[config.mk]
export PLATFORM = sky130hd
export DESIGN_NAME = toggle_ctrl
export DESIGN_NICKNAME = d
export VERILOG_FILES = /design/src/rtl/toggle_ctrl.sv
export SDC_FILE = /design/constraint.sdc
export NUM_CORES = 1
export LEC_CHECK = 0
export CAP_MARGIN = 20
export CORE_MARGIN = 1.5
export CORE_UTILIZATION = 49
export DETAILED_ROUTE_END_ITERATION = 8
export PLACE_DENSITY = 0.86
export SYNTH_ARGS = -nofsm -noshare
export SYNTH_HDL_FRONTEND = slang
export SYNTH_SLANG_ARGS = --single-unit
[constraint.sdc]
create_clock -name clk -period 2.4 [get_ports clk]
set_input_delay 0.48 -clock clk [delete_from_list [all_inputs] [get_ports clk]]
set_output_delay 0.48 -clock clk [all_outputs]
set_load 0.02 [all_outputs]
[src/rtl/toggle_ctrl.sv]
`timescale 1ns/1ps
// Programmable toggle-enable generator driving the t input of a T flip-flop stage.
// Optional pause input is enabled by defining TOGGLE_CTRL_PAUSE_EN.
module toggle_ctrl #(
  parameter int CNT_W = 8
) (
  input  logic             clk,
  input  logic             reset,
  input  logic             start,
  input  logic             stop,
`ifdef TOGGLE_CTRL_PAUSE_EN
  input  logic             pause,
`endif
  input  logic [CNT_W-1:0] period,
  input  logic [CNT_W-1:0] burst,
  output logic             t,
  output logic             busy,
  output logic             done,
  output logic [CNT_W-1:0] pulse_cnt
);

  typedef enum logic [1:0] {
    IDLE = 2'd0,
    RUN  = 2'd1,
    DONE = 2'd2
  } state_t;

  state_t           state_r, state_s;
  logic [CNT_W-1:0] div_r, div_s;
  logic [CNT_W-1:0] per_r, per_s;
  logic [CNT_W-1:0] burst_r, burst_s;
  logic [CNT_W-1:0] cnt_r, cnt_s;
  logic [CNT_W-1:0] cnt_inc_s;
  logic             t_r, t_s;
  logic             busy_r, busy_s;
  logic             done_r, done_s;
  logic             pause_s;

`ifdef TOGGLE_CTRL_PAUSE_EN
  assign pause_s = pause;
`else
  assign pause_s = 1'b0;
`endif

  assign cnt_inc_s = cnt_r + {{(CNT_W-1){1'b0}}, 1'b1};

  // Next-state and next-output logic; per_r is always >= 1 so per_r-1 cannot underflow.
  always_comb begin
    state_s = state_r;
    div_s   = div_r;
    per_s   = per_r;
    burst_s = burst_r;
    cnt_s   = cnt_r;
    t_s     = t_r;
    busy_s  = busy_r;
    done_s  = 1'b0;
    case (state_r)
      IDLE: begin
        t_s = 1'b0;
        if (start && !stop) begin
          state_s = RUN;
          per_s   = (period == {CNT_W{1'b0}}) ? {{(CNT_W-1){1'b0}}, 1'b1} : period;
          burst_s = burst;
          div_s   = {CNT_W{1'b0}};
          cnt_s   = {CNT_W{1'b0}};
          busy_s  = 1'b1;
        end else begin
          state_s = IDLE;
        end
      end
      RUN: begin
        if (stop) begin
          state_s = IDLE;
          t_s     = 1'b0;
          busy_s  = 1'b0;
        end else if (pause_s) begin
          t_s = 1'b0;
        end else if (div_r == per_r - {{(CNT_W-1){1'b0}}, 1'b1}) begin
          div_s = {CNT_W{1'b0}};
          t_s   = 1'b1;
          cnt_s = cnt_inc_s;
          if ((burst_r != {CNT_W{1'b0}}) && (cnt_inc_s == burst_r)) begin
            state_s = DONE;
          end else begin
            state_s = RUN;
          end
        end else begin
          div_s = div_r + {{(CNT_W-1){1'b0}}, 1'b1};
          t_s   = 1'b0;
        end
      end
      DONE: begin
        state_s = IDLE;
        t_s     = 1'b0;
        busy_s  = 1'b0;
        done_s  = 1'b1;
      end
      default: begin
        state_s = IDLE;
        t_s     = 1'b0;
        busy_s  = 1'b0;
      end
    endcase
  end

  // State and output registers.
  always_ff @(posedge clk or posedge reset) begin
    if (reset) begin
      state_r <= IDLE;
      div_r   <= {CNT_W{1'b0}};
      per_r   <= {{(CNT_W-1){1'b0}}, 1'b1};
      burst_r <= {CNT_W{1'b0}};
      cnt_r   <= {CNT_W{1'b0}};
      t_r     <= 1'b0;
      busy_r  <= 1'b0;
      done_r  <= 1'b0;
    end else begin
      state_r <= state_s;
      div_r   <= div_s;
      per_r   <= per_s;
      burst_r <= burst_s;
      cnt_r   <= cnt_s;
      t_r     <= t_s;
      busy_r  <= busy_s;
      done_r  <= done_s;
    end
  end

  assign t         = t_r;
  assign busy      = busy_r;
  assign done      = done_r;
  assign pulse_cnt = cnt_r;

endmodule

==> After elaboration in Yosys (flattened, before gate mapping) <==
Index checks and enable logic that the tools add are counted.
{ "word_totals": {"out_inout_bits": 11, "reg_bits": 37, "word_cells": 51} }
{ "op_classes": {"n_eq_ne": 9, "addsub": 3, "n_mux": 20, "reduce_logical": 11} }
{ "ops": {"columns": ["cell", "count"], "rows": [
  ["$mux 8", 6],
  ["$pmux 8 s2", 2],
  ["$add 8x1->8 const B", 2],
  ["$eq 8x8->1", 2],
  ["$logic_not 8->1", 1],
  ["$ne 2x2->1 const B", 4],
  ["$reduce_bool 8->1", 1],
  ["$sub 8x1->8 const B", 1],
  ["$mux 1", 7],
  ["$mux 2", 3],
  ["$pmux 2 s2", 1],
  ["$reduce_and 2->1", 2],
  ["$reduce_and 4->1", 1],
  ["$ne 3x3->1 const B", 1],
  ["$reduce_and 3->1", 1],
  ["$eq 2x1->1 const B", 1],
  ["$eq 2x2->1 const B", 1],
  ["$logic_and 1x1->1", 2],
  ["$logic_not 2->1", 1],
  ["$pmux 1 s2", 1],
  ["$reduce_bool 2->1", 1],
  ["$logic_not 1->1", 1]
]} }

==> Depth between registers and ports, before layout <==
Gate-level depths: netlist (run 1).
{ "depth": {"ltp_word": 7, "mapped_depth": 9, "mapped_depth_nobuf": 8} }

==> Worst setup path after synthesis (run 1) <==
No wires, ideal clock.
{ "synth_timing": {"kind": "flip-flop to flip-flop", "from": "reg per_r[2]", "to": "reg cnt_r[3] (netlist: pulse_cnt[3])", "path_slack_ns": -0.135, "required_time_ns": 2.280, "t_arrival_ns": 2.415, "setup_ns": 0.120, "n_path_buf": 1, "stages_incl_launch_ff": 8, "cell_sequence": "dfrtp_1 -> or4_4 -> or3_1 -> a211o_1 -> a211o_1 -> or2_1 -> buf_2 -> a31o_1"} }
{ "synth_between": {"elab_chain_len": 4} }
{ "synth_rtl": {"columns": ["item", "line_no", "rtl"], "rows": [
  ["start, declared", "30", "logic [CNT_W-1:0] per_r, per_s;"],
  ["start signal, assigned", "111", "per_r <= {{(CNT_W-1){1'b0}}, 1'b1};"],
  ["start signal, assigned", "120", "per_r <= per_s;"],
  ["$sub 8x1->8", "78", "end else if (div_r == per_r - {{(CNT_W-1){1'b0}}, 1'b1}) begin"],
  ["$eq 8x8->1", "78", null],
  ["$ne 2x2->1 (no line)", null, null],
  ["$reduce_and 4->1 (no line)", null, null],
  ["end signal, assigned", "113", "cnt_r <= {CNT_W{1'b0}};"],
  ["end signal, assigned", "122", "cnt_r <= cnt_s;"],
  ["end, declared", "32", "logic [CNT_W-1:0] cnt_r, cnt_s;"]
]} }
No other way between the ends.
A chain may end at the register's enable or synchronous reset.

==> Final worst setup path (run 1) <==
{ "layout_timing": {"from": "reg per_r[1]", "to": "reg div_r[6]"} }
{ "layout_between": {"elab_chain_len": 5} }
{ "layout_rtl": {"columns": ["item", "line_no", "rtl"], "rows": [
  ["$sub 8x1->8", "78", null],
  ["$eq 8x8->1", "78", null],
  ["$mux 8", "78", null],
  ["$mux 8", "72", "if (stop) begin"],
  ["$pmux 8 s2", "57", "case (state_r)"],
  ["end signal, assigned", "110", "div_r <= {CNT_W{1'b0}};"],
  ["end signal, assigned", "119", "div_r <= div_s;"],
  ["end, declared", "29", "logic [CNT_W-1:0] div_r, div_s;"]
]} }
No other way between the ends. The select of a mux whose other input is x is not followed.

==> reports/qor.yml, run 1 <==
routing:
  wire_per_inst_um: 14.97
  drtAntennaViolNets: 0
  routed_wirelength_um: 5121
  drc: 0
  drt_iter0_drc: 142
  vias: 1970
  first_pass_iters: 4
  drt-vias-per-instance: 5.760
yosys:
  synth_most_common_cell: "nand2_1"
  synthTopCellsByArea: "dfrtp_1 43%, nand2_1 11%, xnor2_1 5.0%"
  synth.avg_cell_area_um2: 8.697
  yosys.area.top_type: "dfrtp_1"
  ys_seq_area_share_pct: 43.87
  synth_area_um2: 2113
  netlist_instances: 243
  yosys_warnings: 0
  synth_common_cells: "61 x nand2_1, 36 x dfrtp_1, 12 x xnor2_1, 12 x xor2_1, 11 x nor2_1"
  synth_edf_count: 0
  ys_seq_elements: 37
  synth_top_area_share_pct: 42.63
  synth.distinct_cells: 49
  ys.flop_type: "dfrtp_1"
  ys_async_sr_fraction_pct: 100.0
  syn_nets: 266
sta:
  max_slew.worst_pin.slew_ns: 0.4698
  slew_viol_final: 0
  fin_worst_skew_ns: 0.009689
  setup_viol: 13
  rsz0062_at_grt: "yes"
  hold_viol_final: 0
  setup_tns_ns: -0.6787
  max_slew_margin_pct: 68.68
  fmaxAchievable_ghz: 0.4034
  final.setup.worst_slack_ns: -0.07870
  timing.final.crit_share_pct: 103.3
  layout_min_cycle_time_ns: 2.479
floorplan:
  fp-row-count: 23
  io_pins: 31
  start_util_pct: 51.71
  core_area_um2: 4086
  die_x_um: 68.67
  die_h_um: 68.67
  die_area_um2: 4716
critical_path:
  critical_path.max_fanout: 5
  cp_num_buf_inv: 2
  worstPathArrival_ns: 2.67
  cpLargestDelayFamily: "compound AO/OA/AOI/OAI gates"
  critPathKind: "flop to flop"
  reg2reg_to: "div_r[6]"
  cp_cell_sequence: "or4_4, buf_4, o2111a_1, a311oi_1, a211o_1, buf_6, nand2_1, o311ai_2"
  worst_setup_path_end_kind: "flop"
  cp_slowest_stage_delay_ns: 0.54
  cp_slowest_cell: "or4_4"
  worstSetupPathDepth: 8
  regToRegSetupSlack_ns: -0.08
  start_kind: "flop"
  r2r.worst_path.cells: 8
  r2r-start: "per_r[1]"
  worst_ep_required_time_ns: 2.59
layout:
  drive_gt1_share_pct: 17.12
  diodes: 0
  utilization_pct: 67.48
  synthToLayoutAreaGrowth_pct: 30.49
  final_nets: 314
  fillers: 338
  finish.instance_area_um2: 2758
  instances_no_fill: 342
place:
  dp.cells: 333
  gp_congestion: 0.8593
  dp_hpwl_um: 3594
  place_area_um2: 2599
  dp_slack_ns: -0.1372
  port_buffers: 30
global_route:
  antenna_found_initial: 0
  grt_pass1_wl_um: 8376
  grt_max_degree: 38
  gr-total-overflow: 0
  first_global_vias: 1796
  grt_usage_pct: 24.65
clock_network:
  numCtsBuffers: 5
  cts_tree: "yes"
  cts_hold_buf: 0
  cts_num_sinks: 37
  cts_htree_levels: 2
  cts_buffer_depth: 2
  clk_latency_ns: 0.30
  cts_root_buffer: "clkbuf_8"
  clk_pin_slew_ns: 0.07
hold_path:
  hold_path_depth: 2
  min_from: "burst_r[6]"
  min_path_type: "flop to flop"
  hold_end: "burst_r[6]"
job:
  drv_cap: 0
status:
  violations: "setup timing"
  status: "complete, but fails checks"
power:
  powerDensity_nw_per_um2: 651.9
  peakVddDrop_mv: 0.4203
  p_leak_nw: 1.197
layer usage:
metal  GRT usage (%)  vias up  share of wire, %
met2           38.70       77                49
met5               0        -                 0
met4           14.00        0               2.9
li1                -      937                 -
met3           3.409       15               5.5
met1           32.57      941                43
state kept, by name, summed over array words and instances (netlist names):
signal	cells
burst_r	8
div_r	8
t	1
done	1
busy	1
per_r	8
pulse_cnt	8
state_r	2
cell families after synthesis:
family	count (synthesis)	synth area share [%]
simple gates	119	26.76
compound gates	38	13.03
flops	37	43.87
xor+xnor	24	9.947
buf+inv	20	3.671
fa+ha+maj	3	1.776
mux	2	0.9473
what timing repair did:
action | 4_1_cts | 5_1_grt
pin swaps | 3 | 4
buffers inserted | 0 | 1
resized for setup | 6 | 12
setup endpoints to repair | 13 | 18
cell usage in the layout, fill, tap and decap left out, drive strengths merged, types with 2 or more instances in the layout:
cell            n
a22oi           2
nand2          61
nor3            7
or4             4
clkinv          2
nor2           11
nor4            5
ha              3
a31o            3
clkbuf          6
inv             8
a211o           2
xor2           12
o211ai          3
dfrtp          36
or2             4
a211oi          3
a21oi           2
nor2b           3
o21ai          10
clkdlybuf4s50  30
nand4           4
or3             3
xnor2          12
mux2i           2
a311oi          2
and2            2
nand3           8
buf            23
tightest hold or removal path, delay by kind of cell, from the launching register on:
kind             cells  cell delay [ns]
AND/OR/NAND/NOR      2             0.12
flip-flops           1             0.38
per-stage QoR:
stage               total power [mW]  hold slack, ns
finish                         1.798          0.5295
global route                   1.911          0.5875
CTS                            1.788          0.5377
detailed placement             1.357          0.5172
global placement               1.335          0.5108
floorplan                      1.133          0.4884
worst max path at each step:
stage                  start           end  slack (ns)
finish              per_r[1]      div_r[6]       -0.08
global placement    per_r[1]  pulse_cnt[3]       -0.07
global route        per_r[1]      div_r[6]       -0.20
detailed placement  per_r[1]  pulse_cnt[4]       -0.14
floorplan           per_r[3]  pulse_cnt[3]       -0.04
CTS                 per_r[1]      div_r[5]       -0.02
layout make-up:
type                    instances  area (um^2)  area share, %
multi-input cells             186         1171          42.47
flip-flops and latches         37        927.1          33.62
repair buffers                 53        484.2          17.56
clock buffers                   6        72.57          2.632
well taps                      50        62.56          2.269
inverters                       8        30.03          1.089
clock inverters                 2        10.01         0.3630
where the power goes:
group	switching (mW)	internal, mW
Sequential	0.116	0.710
Clock	0.224	0.201
Combinational	0.264	0.283
No activity file was read; power rests on OpenSTA's default activity.
==> inputs of run 2 (changes only) <==
--- a/config.mk
+++ b/config.mk
@@ -6,10 +6,13 @@
 export NUM_CORES = 1
 export LEC_CHECK = 0
 export CAP_MARGIN = 20
+export CELL_PAD_IN_SITES_DETAIL_PLACEMENT = 2
+export CELL_PAD_IN_SITES_GLOBAL_PLACEMENT = 2
 export CORE_MARGIN = 1.5
-export CORE_UTILIZATION = 49
+export CORE_UTILIZATION = 29
 export DETAILED_ROUTE_END_ITERATION = 8
-export PLACE_DENSITY = 0.86
+export PLACE_DENSITY = 0.84
+export REMOVE_ABC_BUFFERS = 1
 export SYNTH_ARGS = -nofsm -noshare
 export SYNTH_HDL_FRONTEND = slang
 export SYNTH_SLANG_ARGS = --single-unit
==> run 2 against run 1 <==
Effect of this change:
- the flow still finishes with violations (setup timing)
- non-clock buffer count increased by 11
- clock-buffer cell count decreased by 1
- design area increased by 8.4%
- hold slack about the same
- clock power increased by 7.1%
- critical path type unchanged
- largest cell class unchanged
==> reports/qor.yml, run 2 (synthesized netlist as in run 1, its figures left out) <==
power:
  peakVddDrop_mv: 0.2064  # -51%
  p_leak_nw: 1.283  # +7.2%
  p_total_mw: 1.979  # +10%
  swShare_pct: 37.87  # +4.3 points
  p_sw_mw: 0.7496  # +24%
  p_int_mw: 1.229  # +3.0%
  power_frac_clock_pct: 23.0  # -0.6 points
  p_comb_share_pct: 34.4  # +4.0 points
  powerDensity_nw_per_um2: 661.8  # +1.5%
  seqPwrFrac_pct: 42.6  # -3.3 points
routing:
  routed_wirelength_um: 8641  # +69%
  wire_per_inst_um: 21.66  # +45%
  first_pass_iters: 4  # unchanged
  drt-vias-per-instance: 5.318  # -7.7%
  drt_iter0_drc: 54  # -62%
  vias: 2122  # +7.7%
  drtAntennaViolNets: 0  # unchanged
  drc: 0  # unchanged
hold_path:
  min_from: "burst_r[1]"
  min_path_type: "flop to flop"
floorplan:
  die_area_um2: 7808  # +66%
  die_x_um: 88.37  # +29%
  io_pins: 31  # unchanged
  start_util_pct: 30.60  # -21 points
  core_area_um2: 6907  # +69%
  die_h_um: 88.37  # +29%
  fp-row-count: 30  # +30%
layout:
  synthToLayoutAreaGrowth_pct: 41.50
  final_common_cell: "nand2_1"
  drive_gt1_share_pct: 23.43  # +6.3 points
  instances_no_fill: 399  # +17%
  diodes: 0  # unchanged
  final_nets: 325  # +3.5%
  layout_common_cells: "60 x nand2_1, 35 x dfrtp_1, 30 x clkdlybuf4s50_1"
clock_network:
  clk_latency_ns: 0.30  # about the same
  cts_num_sinks: 37  # unchanged
  cts_buffer_depth: 2  # unchanged
  cts_hold_buf: 0  # unchanged
  cts_htree_levels: 2  # unchanged
  clk_pin_slew_ns: 0.08  # about the same
  numCtsBuffers: 5  # unchanged
  cts_tree: "yes"
  cts_root_buffer: "clkbuf_8"
sta:
  rsz0062_at_grt: "yes"
  slew_viol_final: 0  # unchanged
  max_slew_margin_pct: 47.31  # -21 points
  hold_viol_final: 0  # unchanged
  timing.final.crit_share_pct: 109.9  # +6.6 points
  max_slew.worst_pin.slew_ns: 0.7820  # +0.3123 ns
  setup_viol: 19  # +6
  fin_worst_skew_ns: 0.008727  # -0.0009614 ns
  final.setup.worst_slack_ns: -0.2374  # -0.1587 ns
  layout_min_cycle_time_ns: 2.637  # +0.1587 ns
  fmaxAchievable_ghz: 0.3792  # -6.0%
critical_path:
  r2r-start: "per_r[3]"
  critical_path.max_fanout: 5  # unchanged
  regToRegSetupSlack_ns: -0.24  # -0.16 ns
  worstPathArrival_ns: 2.81  # +0.14 ns
  critPathKind: "flop to flop"
  start_kind: "flop"
  worst_ep_required_time_ns: 2.57  # -0.02 ns
  startpoint: "per_r[3]"
  worst_setup_path_end_kind: "flop"
place:
  dp.cells: 384  # +15%
  gp_congestion: 0.7818  # -9.0%
  dp_hpwl_um: 5342  # +49%
  port_buffers: 30  # unchanged
status:
  status: "complete, but fails checks"
  violations: "setup timing"
global_route:
  first_global_vias: 2273  # +27%
  grt_usage_pct: 20.38  # -4.3 points
  grt_max_degree: 38  # unchanged
  gr-total-overflow: 0  # unchanged
  grt_pass1_wl_um: 12000  # +43%
  antenna_found_initial: 0  # unchanged
job:
  drv_cap: 0  # unchanged
[run 2: stage by stage]
stage | TNS [ns] | utilization [%] | instance area [um^2] | setup slack (ns) | hold slack [ns]
after CTS | -1.305 | 41.65 | 2877 | -0.1289 | 0.5372
after detailed placement | -2.563 | 39.00 | 2694 | -0.2397 | 0.5169
after floorplan | -1.907 | - | 2066 | -0.3303 | 0.4884
after global placement | -1.197 | 39.00 | 2694 | -0.1487 | 0.5093
after global routing | -4.455 | 43.30 | 2990 | -0.3201 | 0.5776
final | -3.190 | 43.30 | 2990 | -0.2374 | 0.5297
[run 2: cell type report]
class	count	area, um^2
clock buffer	5	68.82
clock inverter	3	17.52
fill	778	3916
inverter	8	30.03
multi-input combinational	186	1244
sequential	37	928.4
tap	96	120.1
timing repair buffer	64	581.8
[run 2: what timing repair did]
action,in CTS,in global routing
pin swaps,11,14
resized for setup,19,19
buffers inserted,2,5
setup endpoints to repair,19,19
[run 2: path summary, 6_finish.rpt]
check / endpoint / cells past startpoint
min in group asynchronous: div_r[3] / 3
min reg2reg: burst_r[1] / 2
max in group asynchronous: pulse_cnt[2] / 3
min: burst_r[1] / 2
max reg2reg: pulse_cnt[2] / 8
max: pulse_cnt[2] / 8
[run 2: routing by layer]
layer / global-route usage, % / part of all wire, % / vias to the layer above
li1: - / - / 957
met1: 24.45 / 42 / 1091
met2: 37.13 / 53 / 51
met3: 2.612 / 2.2 / 23
met4: 7.670 / 3.2 / 0
met5: 0 / 0 / -
[run 2: power groups by stage]
| stage | clock network, mW | logic, mW | registers [mW] |
|---|---|---|---|
| global placement | 0 | 0.526 | 0.825 |
| floorplan | 0 | 0.279 | 0.842 |
| detailed placement | 0 | 0.571 | 0.837 |
| finish | 0.455 | 0.680 | 0.844 |
| CTS | 0.465 | 0.626 | 0.828 |
| global route | 0.487 | 0.735 | 0.855 |
[run 2: critical path, stage by stage (launching register included)]
cell and delay [ns]:
dfrtp_1 0.41, or4_4 0.53, or3_1 0.33, a211o_1 0.29, a211o_4 0.38, buf_4 0.15, buf_6 0.11, o211ai_1 0.19
nand3_1 0.12
